### src/rtl/shift_link_pkg.sv
// Types and constants shared by both ends of the serial shift-register link.
package shift_link_pkg;

    typedef enum logic [1:0] {
        IDLE,
        SHIFT,
        PARITY
    } piso_state_t;

    localparam int SHIFT_LINK_LSB_FIRST = 1;

endpackage

### src/rtl/piso_shift_tx_if.sv
// Load handshake and serial output bundle of the PISO transmitter.
interface piso_shift_tx_if #(
    parameter int WIDTH = 4
);
    logic             load_valid;
    logic             load_ready;
    logic [WIDTH-1:0] load_data;
    logic             sout;
    logic             sout_valid;
    logic             busy;
    logic             done;

    modport master (
        output load_valid, load_data,
        input  load_ready, sout, sout_valid, busy, done
    );

    modport slave (
        input  load_valid, load_data,
        output load_ready, sout, sout_valid, busy, done
    );
endinterface

### src/rtl/piso_bit_counter.sv
// Mod-WIDTH bit position counter for the PISO transmitter; last flags position WIDTH-1.
module piso_bit_counter #(
    parameter int WIDTH = 4
) (
    input  logic clk,
    input  logic reset,
    input  logic clear,
    input  logic inc,
    output logic last
);
    localparam int CW = $clog2(WIDTH);

    logic [CW-1:0] cnt;

    assign last = (cnt == CW'(WIDTH - 1));

    // Clear wins over inc so a new frame always starts at bit 0.
    always_ff @(posedge clk) begin
        if (reset) begin
            cnt <= '0;
        end else if (clear) begin
            cnt <= '0;
        end else if (inc) begin
            cnt <= last ? '0 : cnt + 1'b1;
        end
    end
endmodule

### src/rtl/piso_shift_tx.sv
// Parallel-in serial-out transmitter, LSB first with valid strobe.
// Define PISO_PARITY_EN to append an even-parity bit after the data.
module piso_shift_tx
    import shift_link_pkg::*;
#(
    parameter int WIDTH = 4
) (
    input  logic           clk,
    input  logic           reset,
    piso_shift_tx_if.slave bus
);
    piso_state_t      state;
    piso_state_t      next_state;
    logic [WIDTH-1:0] shreg;
    logic             last;
    logic             accept;
    logic             ready_int;
    logic             done_int;
    logic             sout_int;
`ifdef PISO_PARITY_EN
    logic             par;
`endif

    piso_bit_counter #(.WIDTH(WIDTH)) u_cnt (
        .clk   (clk),
        .reset (reset),
        .clear (accept),
        .inc   (state == SHIFT),
        .last  (last)
    );

    // Ready is gated by reset so nothing is offered while reset is held.
    assign bus.load_ready = ready_int & ~reset;
    assign accept         = bus.load_valid & bus.load_ready;
    assign bus.done       = done_int & ~reset;
    assign bus.sout       = sout_int;
    assign bus.sout_valid = (state != IDLE);
    assign bus.busy       = (state != IDLE);

    always_ff @(posedge clk) begin
        if (reset) begin
            state <= IDLE;
        end else begin
            state <= next_state;
        end
    end

    // Ready and done live in the final-bit cycle so frames can chain with no gap.
    always_comb begin
        next_state = state;
        ready_int  = 1'b0;
        done_int   = 1'b0;
        sout_int   = 1'b0;
        case (state)
            IDLE: begin
                ready_int = 1'b1;
                if (bus.load_valid) next_state = SHIFT;
            end
            SHIFT: begin
                sout_int = shreg[0];
                if (last) begin
`ifdef PISO_PARITY_EN
                    next_state = PARITY;
`else
                    ready_int  = 1'b1;
                    done_int   = 1'b1;
                    next_state = bus.load_valid ? SHIFT : IDLE;
`endif
                end
            end
`ifdef PISO_PARITY_EN
            PARITY: begin
                sout_int   = par;
                ready_int  = 1'b1;
                done_int   = 1'b1;
                next_state = bus.load_valid ? SHIFT : IDLE;
            end
`endif
            default: next_state = IDLE;
        endcase
    end

    always_ff @(posedge clk) begin
        if (reset) begin
            shreg <= '0;
`ifdef PISO_PARITY_EN
            par   <= 1'b0;
`endif
        end else if (accept) begin
            shreg <= bus.load_data;
`ifdef PISO_PARITY_EN
            par   <= ^bus.load_data;
`endif
        end else if (state == SHIFT) begin
            shreg <= {1'b0, shreg[WIDTH-1:1]};
        end
    end
endmodule

### src/flat_wrapper.sv
// flat-port wrapper written by rule: the top's interface ports become plain ports
module piso_shift_tx_flat import shift_link_pkg::*;
#(
    parameter int WIDTH = 4
)
  (clk, reset, bus_load_valid, bus_load_data, bus_load_ready, bus_sout, bus_sout_valid, bus_busy, bus_done);
  piso_shift_tx_if #(.WIDTH(WIDTH)) bus_i ();
  input  logic clk;
  input  logic reset;
  input wire logic [$bits(bus_i.load_valid)-1:0] bus_load_valid;
  input wire logic [$bits(bus_i.load_data)-1:0] bus_load_data;
  output wire logic [$bits(bus_i.load_ready)-1:0] bus_load_ready;
  output wire logic [$bits(bus_i.sout)-1:0] bus_sout;
  output wire logic [$bits(bus_i.sout_valid)-1:0] bus_sout_valid;
  output wire logic [$bits(bus_i.busy)-1:0] bus_busy;
  output wire logic [$bits(bus_i.done)-1:0] bus_done;
  assign bus_i.load_valid = bus_load_valid;
  assign bus_i.load_data = bus_load_data;
  assign bus_load_ready = bus_i.load_ready;
  assign bus_sout = bus_i.sout;
  assign bus_sout_valid = bus_i.sout_valid;
  assign bus_busy = bus_i.busy;
  assign bus_done = bus_i.done;
  piso_shift_tx #(.WIDTH(WIDTH)) u_core (.clk(clk), .reset(reset), .bus(bus_i));
endmodule
### config.mk
export PLATFORM = sky130hd
export DESIGN_NAME = piso_shift_tx_flat
export DESIGN_NICKNAME = d
export VERILOG_FILES = /design/src/rtl/shift_link_pkg.sv /design/src/rtl/piso_shift_tx_if.sv /design/src/rtl/piso_bit_counter.sv /design/src/rtl/piso_shift_tx.sv /design/src/flat_wrapper.sv
export SDC_FILE = /design/constraint.sdc
export NUM_CORES = 1
export LEC_CHECK = 0
export CAP_MARGIN = 0
export CELL_PAD_IN_SITES_DETAIL_PLACEMENT = 1
export CELL_PAD_IN_SITES_GLOBAL_PLACEMENT = 2
export CORE_UTILIZATION = 27
export DETAILED_ROUTE_END_ITERATION = 10
export MAX_ROUTING_LAYER = met4
export PLACE_DENSITY_LB_ADDON = 0.15
export SLEW_MARGIN = 10
export SYNTH_ARGS = -nofsm -noshare
export SYNTH_HDL_FRONTEND = slang
export SYNTH_HIERARCHICAL = 1
export SYNTH_SLANG_ARGS = --single-unit
### constraint.sdc
create_clock -name clk -period 2.85 [get_ports clk]
set_clock_uncertainty 0.1 [all_clocks]
set_input_delay 0.4275 -clock clk [delete_from_list [all_inputs] [get_ports clk]]
set_output_delay 0.4275 -clock clk [all_outputs]
set_load 0.02 [all_outputs]
# --- Word level (Yosys, flattened, before mapping) ---
# Cells that the tools add are included.
word_totals:
  regBits: 8
  word_cells: 28
  inputBits: 7
classes:
  n_eq_ne: 4
  reduce_logical: 5
  n_bitwise: 4
  n_addsub: 1
  n_mux: 11
ops:
  columns: ["operator", "n"]
  rows:
  - ["4-bit two-way mux", 2]
  - ["2-bit two-way mux", 3]
  - ["1-bit two-way mux", 4]
  - ["2-bit one-hot mux with 2 select lines", 1]
  - ["2-bit nonzero test", 2]
  - ["1-bit bitwise AND", 3]
  - ["2-bit by 1-bit adder with 2-bit output, second input constant", 1]
  - ["2-bit by 1-bit equality test with 1-bit output, second input constant", 1]
  - ["2-bit equality test, second input constant", 1]
  - ["2-bit logical NOT", 1]
  - ["2-bit by 1-bit != test with 1-bit output, second input constant", 1]
  - ["2-bit != test, second input constant", 1]
  - ["1-bit one-hot mux with 2 select lines", 1]
  - ["2-bit AND reduction", 1]
  - ["2-bit OR reduction", 1]
  - ["1-bit NOT", 1]

# --- Longest topological paths before layout ---
# Gate-level depths: netlist of run 1.
depth:
  depth_word: 6
  ltp_mapped: 5
  mapped_depth_nobuf: 5

# --- Modules after synthesis ---
# The synthesis of run 1 kept the hierarchy.
modules_own_cells:
  columns: ["mod", "seq_area_each_um2", "cells_per_inst", "area_per_inst_um2", "instances"]
  rows:
  - ["piso_shift_tx", 100.1, 29, 281.5, 1]
  - ["piso_bit_counter", 40.0, 8, 95.1, 1]

# --- Worst setup path after synthesis of run 1 ---
# Ideal clock, no wire load.
synth_path:
  path_kind: "register to output"
  from: "reg u_core.state[0]"
  to: "out bus_load_ready"
  t_required_ps: 2322
  n_path_buf: 1
  stages_incl_launch_ff: 4
  arrival_ps: 1051
  slack_ps: 1271
  cell_sequence: "dfxtp_1 buf_6 and2b_2 nor2_1"
synth_between:
  elab_chain_len: 3
  elab_cells_between_ends: 4
  cone_classes: "1 x eq/ne; 1 x mux; 1 x bitwise; 1 x reduce/logical"
synth_rtl:
  columns: ["item", "line", "source"]
  rows:
  - ["from (decl)", "piso_shift_tx.sv:12", "piso_state_t state;"]
  - ["from (signal assigned)", "piso_shift_tx.sv:44", "state <= next_state;"]
  - ["2-bit by 1-bit equality test with 1-bit output / 2-bit logical NOT (equally long branches)", "piso_shift_tx.sv:54", "case (state)"]
  - ["1-bit one-hot mux with 2 select lines *", "piso_shift_tx.sv:54", null]
  - ["1-bit bitwise AND *", "piso_shift_tx.sv:33", "assign bus.load_ready = ready_int & ~reset;"]
  - ["to (decl)", "flat_wrapper.sv:12", "output wire logic [$bits(bus_i.load_ready)-1:0] bus_load_ready;"]
# Every way passes the cells marked *; elsewhere a longest branch is shown, timed or not.

# --- Worst setup path after layout of run 1 ---
layout_path:
  from: "reg u_core.u_cnt.cnt[0]"
  to: "out bus_load_ready"
layout_between:
  elab_chain_len: 4
layout_rtl:
  columns: ["item", "line", "source"]
  rows:
  - ["from (decl)", "piso_bit_counter.sv:13", "logic [CW-1:0] cnt;"]
  - ["from (signal assigned)", "piso_bit_counter.sv:24", "cnt <= last ? '0 : cnt + 1'b1;"]
  - ["2-bit equality test", "piso_bit_counter.sv:15", "assign last = (cnt == CW'(WIDTH - 1));"]
  - ["net u_core.last", "piso_shift_tx.sv:15", "logic last;"]
  - ["1-bit two-way mux", "piso_shift_tx.sv:61", "if (last) begin"]
  - ["1-bit one-hot mux with 2 select lines", "piso_shift_tx.sv:54", null]
  - ["1-bit bitwise AND", "piso_shift_tx.sv:33", null]
# The timed path passes the listed nets, and every way through them passes these cells.

==> results.toml, run 1 <==
[timing]
slew_violations = 0
final-setup-viol-count = 0
fmax_ghz = 0.430
finalCriticalPeriod_ps = 2330
hold_viol_final = 0
fin_setup_tns_ps = 0
slew_headroom = 0.645
grt_setup_unrepaired = "false"
finalCritPeriodShare = 0.817
worstMarginPinSlew_ps = 532

[synthesis]
ys_top_cells_by_area = "dfxtp_1, mux2i_1, a221oi_1"
avgSynthCellArea_um2 = 10.2
synthCells = 37
synth_top_family_by_area = "simple AND/OR/NAND/NOR gates"
syn-num-nets = 45
syn_area_um2 = 377
yosysWarnings = 6
synth_compound_area_frac = 0.123
synth_seq_area_share = 0.372
synth_top_area_frac = 0.372
synth_top_area_cell = "dfxtp_1"
synth_mux_area_frac = 0.133
synth_simple_gate_area_frac = 0.289
synth_fa_ha_area_frac = 0.0332
ys_ff_latch = 7
synth_xor_area_frac = 0
synth_cell_types = 19

[critical_path]
cpPeakStageDelay_ps = 610
cp_top_family = "buffers and inverters"
worst-path-stages = 4
crit_required_ps = 2320
cp_num_buf_inv = 1
ff2ff_path_depth = 2
critical_path_class = "reg2out"
crit_slowest_cell = "clkdlybuf4s50_1"
path_max_fanout = 5
cp-end-kind = "output pin"
path_cells = "ha_1 -> and2b_2 -> nor2_1 -> clkdlybuf4s50_1"
start_kind = "flop"
crit_arrival_ps = 1800

[routing]
first_iter_violations = 4
vias = 325
wl_um = 831
wire_per_inst_um = 12.6
via_per_inst = 4.92
first_pass_iters = 3
drc_errors = 0
ant_nets = 0

[global_route]
grt_usage = 0.153
antenna_found_initial = 0
grt_pass1_vias = 338
grt_max_degree = 14
grt_pass1_wl_mm = 1.46
overflow = 0

[clock_tree]
htree_levels = 1
insertion_delay_ps = 250
root_buffer = "clkbuf_4"
cts_hold_buf = 0
path_clk_slew_ps = 50
cts_setup_buffers = 0
postCtsResizedCells = 0
clk_path_buf_depth = 2
cts_tree = "done"
numCtsBuffers = 3
cts.sinks = 7

[floorplan]
ios = 12
die_w_um = 39.3
die_h_um = 39.3
initial_core_util = 0.289
core_area_um2 = 1300
rows = 13
die_area_um2 = 1550

[layout]
antenna_cells = 0
syn_to_final_growth_pct = 38.2
drive_gt1_frac = 0.196
final_net_count = 60

[placed_design]
gp_congestion = 0.689
numPortBuffers = 11
dpl.hpwl_um = 650

[power]
swShare = 0.264
p_leak_nw = 0.205
power_frac_clock = 0.367
power.switching_uw = 67.0
comb_power_share = 0.188
sequentialPowerShare = 0.445
vdd_drop_max_mv = 0.245
intPower_uw = 187
p_per_area_nw_per_um2 = 487
power_uw = 254

[hold_path]
hp-class = "reg2reg"
hold_depth = 2

[flow_run]
drv_cap = 0

[status]
outcome = "complete, no violations"
-- tightest hold or removal path: cells and delay by family (launching register included) --
family | cells | cell delay [ps]
AND/OR/NAND/NOR | 1 | 90
flip-flops | 1 | 320
AO/OA/AOI/OAI | 1 | 60
-- logic make-up after synthesis --
kind of cell / Yosys count
compound gates: 5
flops: 7
buf+inv: 2
fa+ha+maj: 1
simple gates: 17
mux: 5
-- Yosys cell counts (all sizes together) --
cell,n
dfxtp,7
mux2i,5
nor2,5
a221oi,3
nor2b,3
buf,2
nand2b,2
a211oi,1
and2,1
and2b,1
and3b,1
ha,1
nand2,1
nand3,1
nor3,1
o21a,1
or3b,1
-- cell usage in the layout, fill, tap and decap left out, drive strengths merged --
cell	synthesis	final
or3b	1	1
and3b	1	1
clkbuf	0	4
and2	1	1
clkdlybuf4s50	0	11
a221oi	3	3
buf	2	1
nor3	1	1
ha	1	1
nor2b	3	3
and2b	1	1
nand2b	2	2
nand2	1	1
o21a	1	1
dfxtp	7	7
mux2i	5	5
a211oi	1	1
nand3	1	1
nor2	5	5
-- power by group through the flow --
stage | clock network, mW | logic [mW] | registers, mW
after floorplan | 0 | 0.0301 | 0.112
after global placement | 0 | 0.0468 | 0.114
after detailed placement | 0 | 0.0485 | 0.115
after CTS | 0.0994 | 0.0485 | 0.113
after global routing | 0.106 | 0.0520 | 0.114
final | 0.0930 | 0.0477 | 0.113
-- flip-flops by register name, indices dropped and copies added (netlist names) --
register          flops
u_core/u_cnt/cnt      2
u_core/state          1
u_core/shreg          4
-- metal layers --
layer	track usage	share of wire	up-vias
li1	-	-	161
met1	0.161	0.42	151
met2	0.233	0.52	11
met3	0.0455	0.055	2
met4	0.129	0.0096	0
met5	-	0	-
-- path summary, 6_finish.rpt --
check                 startpoint                   to  slack (ps)
max reg2reg      u_core/state[0]  u_core/u_cnt/cnt[0]        1440
max          u_core/u_cnt/cnt[0]       bus_load_ready         520
min reg2reg  u_core/u_cnt/cnt[0]  u_core/u_cnt/cnt[0]         420
min          u_core/u_cnt/cnt[0]  u_core/u_cnt/cnt[0]         420
-- cell type report --
cell class | count | area (um2)
Timing Repair Buffer | 12 | 118
Sequential cell | 7 | 140
Multi-Input combinational cell | 28 | 218
Fill cell | 155 | 781
Tap cell | 15 | 18.8
Clock buffer | 4 | 26.3
-- through the flow --
step                cells   util  hold slack [ps]  worst slack [ps]  area (um2)
finish                 66  0.400              418               523         520
global route           66  0.400              451               406         520
CTS                    66  0.400              426               499         520
detailed placement     62  0.380              417               605         494
global placement       62  0.380              391               629         494
floorplan              37      -              377              1270         377
(Power assumes the default switching activity.)
==> inputs of run 2 (changes only) <==
--- a/config.mk
+++ b/config.mk
@@ -8,7 +8,8 @@
 export CAP_MARGIN = 0
 export CELL_PAD_IN_SITES_DETAIL_PLACEMENT = 1
 export CELL_PAD_IN_SITES_GLOBAL_PLACEMENT = 2
-export CORE_UTILIZATION = 27
+export CORE_ASPECT_RATIO = 0.9
+export CORE_UTILIZATION = 25
 export DETAILED_ROUTE_END_ITERATION = 10
 export MAX_ROUTING_LAYER = met4
 export PLACE_DENSITY_LB_ADDON = 0.15
==> constraint.sdc (replaced) <==
create_clock -name clk -period 2.4 [get_ports clk]
set_clock_uncertainty 0.1 [all_clocks]
set_input_delay 0.36 -clock clk [delete_from_list [all_inputs] [get_ports clk]]
set_output_delay 0.36 -clock clk [all_outputs]
set_load 0.02 [all_outputs]
==> run 2 against run 1 <==
- core utilization fell by 0.13 points
- register-to-register slack got worse by 420 ps
- first-iteration DRC count fell by 50%
- total power rose by 18%
- combinational power rose by 31%
- global-route usage fell by 1.1 points
- sequential share of layout area fell by 0.32 points
- final cell count did not move
- critical endpoint unchanged
==> results.toml, run 2 (synthesis results as in run 1) <==
[status]
outcome = "complete, no violations"

[layout]
final_common_cell = "clkdlybuf4s50_1"
regMostFlops = "u_core/shreg"
largest_reg_flops = 4
antenna_cells = 0
syn_to_final_growth_pct = 39.9
final_net_count = 61
drive_gt1_frac = 0.212
layout_common_cells = "clkdlybuf4s50_1, dfxtp_1, nor2_1, mux2i_1"
fill_cells = 158
largestRegisters = "u_core/shreg (4), u_core/u_cnt/cnt (2), u_core/state (1)"

[routing]
wl_um = 893
via_per_inst = 4.86
wire_per_inst_um = 13.5
first_iter_violations = 2
first_pass_iters = 2
vias = 321
drc_errors = 0
ant_nets = 0

[hold_path]
hold_depth = 2
min_from = "u_core/u_cnt/cnt[0]"
hp-class = "reg2reg"
holdPathEnd = "u_core/u_cnt/cnt[0]"

[timing]
final-setup-viol-count = 0
fin_setup_tns_ps = 0
slew_headroom = 0.812
worstMarginPinSlew_ps = 281
fin_hold_ws_ps = 416
finalCritPeriodShare = 0.928
finalCriticalPeriod_ps = 2230
grt_setup_unrepaired = "false"
hold_viol_final = 0
fmax_ghz = 0.449
slew_violations = 0

[floorplan]
initial_core_util = 0.285
ios = 12
die_area_um2 = 1670
core_area_um2 = 1320
die_w_um = 42.9
die_h_um = 38.8
rows = 12

[power]
p_leak_nw = 0.210
p_per_area_nw_per_um2 = 570
power_uw = 300
vdd_drop_max_mv = 0.204

[critical_path]
path_max_fanout = 5
critical_path_class = "reg2out"
timing.reg2reg.setup_slack_ps = 1020
cp-end-kind = "output pin"
ff2ff_path_depth = 3
crit_required_ps = 1940
regToRegStartpoint = "u_core/state[0]"
crit_arrival_ps = 1770
regToRegEndpoint = "u_core/u_cnt/cnt[0]"
start_kind = "flop"

[clock_tree]
path_clk_slew_ps = 50
numCtsBuffers = 3
cts_tree = "done"
cts_hold_buf = 0
htree_levels = 1
cts_setup_buffers = 0
postCtsResizedCells = 0
cts.sinks = 7
clk_path_buf_depth = 2
insertion_delay_ps = 250
root_buffer = "clkbuf_4"

[global_route]
grt_max_degree = 10
grt_pass1_wl_mm = 1.59
overflow = 0
grtUsageMet3 = 0.0374
antenna_found_initial = 0
busiest_layer = "met2"
met2_usage = 0.269
grt_use_met1 = 0.129
grt_pass1_vias = 383
grt_usage = 0.142

[placed_design]
numPortBuffers = 11
dpl.hpwl_um = 681
gp_congestion = 0.642

[flow_run]
drv_cap = 0
run 2: cell types whose count changed in the layout (fill, tap and decap cells not counted), sizes merged:
cell | before | now
buf | 1 | 2
run 2: worst max path at each step:
stage | from | slack, ps | end
floorplan | u_core/state[0] | 890 | bus_load_ready
global placement | reset | 320 | bus_done
detailed placement | reset | 290 | bus_done
CTS | u_core/u_cnt/cnt[0] | 150 | bus_load_ready
global route | u_core/u_cnt/cnt[0] | 70 | bus_load_ready
finish | u_core/u_cnt/cnt[0] | 170 | bus_load_ready
run 2: cell type report:
class                      count  area [um2]  share of cell area
clock buffer                   4        26.3              0.0499
multi-input combinational     28         218               0.413
sequential                     7         140               0.266
tap                           14        17.5              0.0333
timing repair buffer          13         125               0.238
run 2: metrics by stage:
step                      cells  area [um2]  setup slack [ps]  utilization
after global placement       62         500               318        0.379
after floorplan              37         377               889            -
after global routing         66         527              71.3        0.399
final                        66         527               172        0.399
after CTS                    66         527               154        0.399
after detailed placement     62         500               288        0.379
run 2: per-layer routing:
| metal | share of wire | vias up |
|---|---|---|
| li1 | - | 161 |
| met5 | 0 | - |
| met1 | 0.40 | 150 |
| met2 | 0.54 | 8 |
| met4 | 0.0067 | 0 |
| met3 | 0.048 | 2 |
run 2: power breakdown:
part,internal (mW),switching (mW)
Clock,0.0635,0.0435
Combinational,0.0345,0.0279
Sequential,0.125,0.00581
Total,0.223,0.0773
run 2: critical path, stage by stage, from the launching register on:
cell and delay (ps):
dfxtp_1 350, ha_1 240, and2b_2 240, nor2_1 80, clkdlybuf4s50_1 600
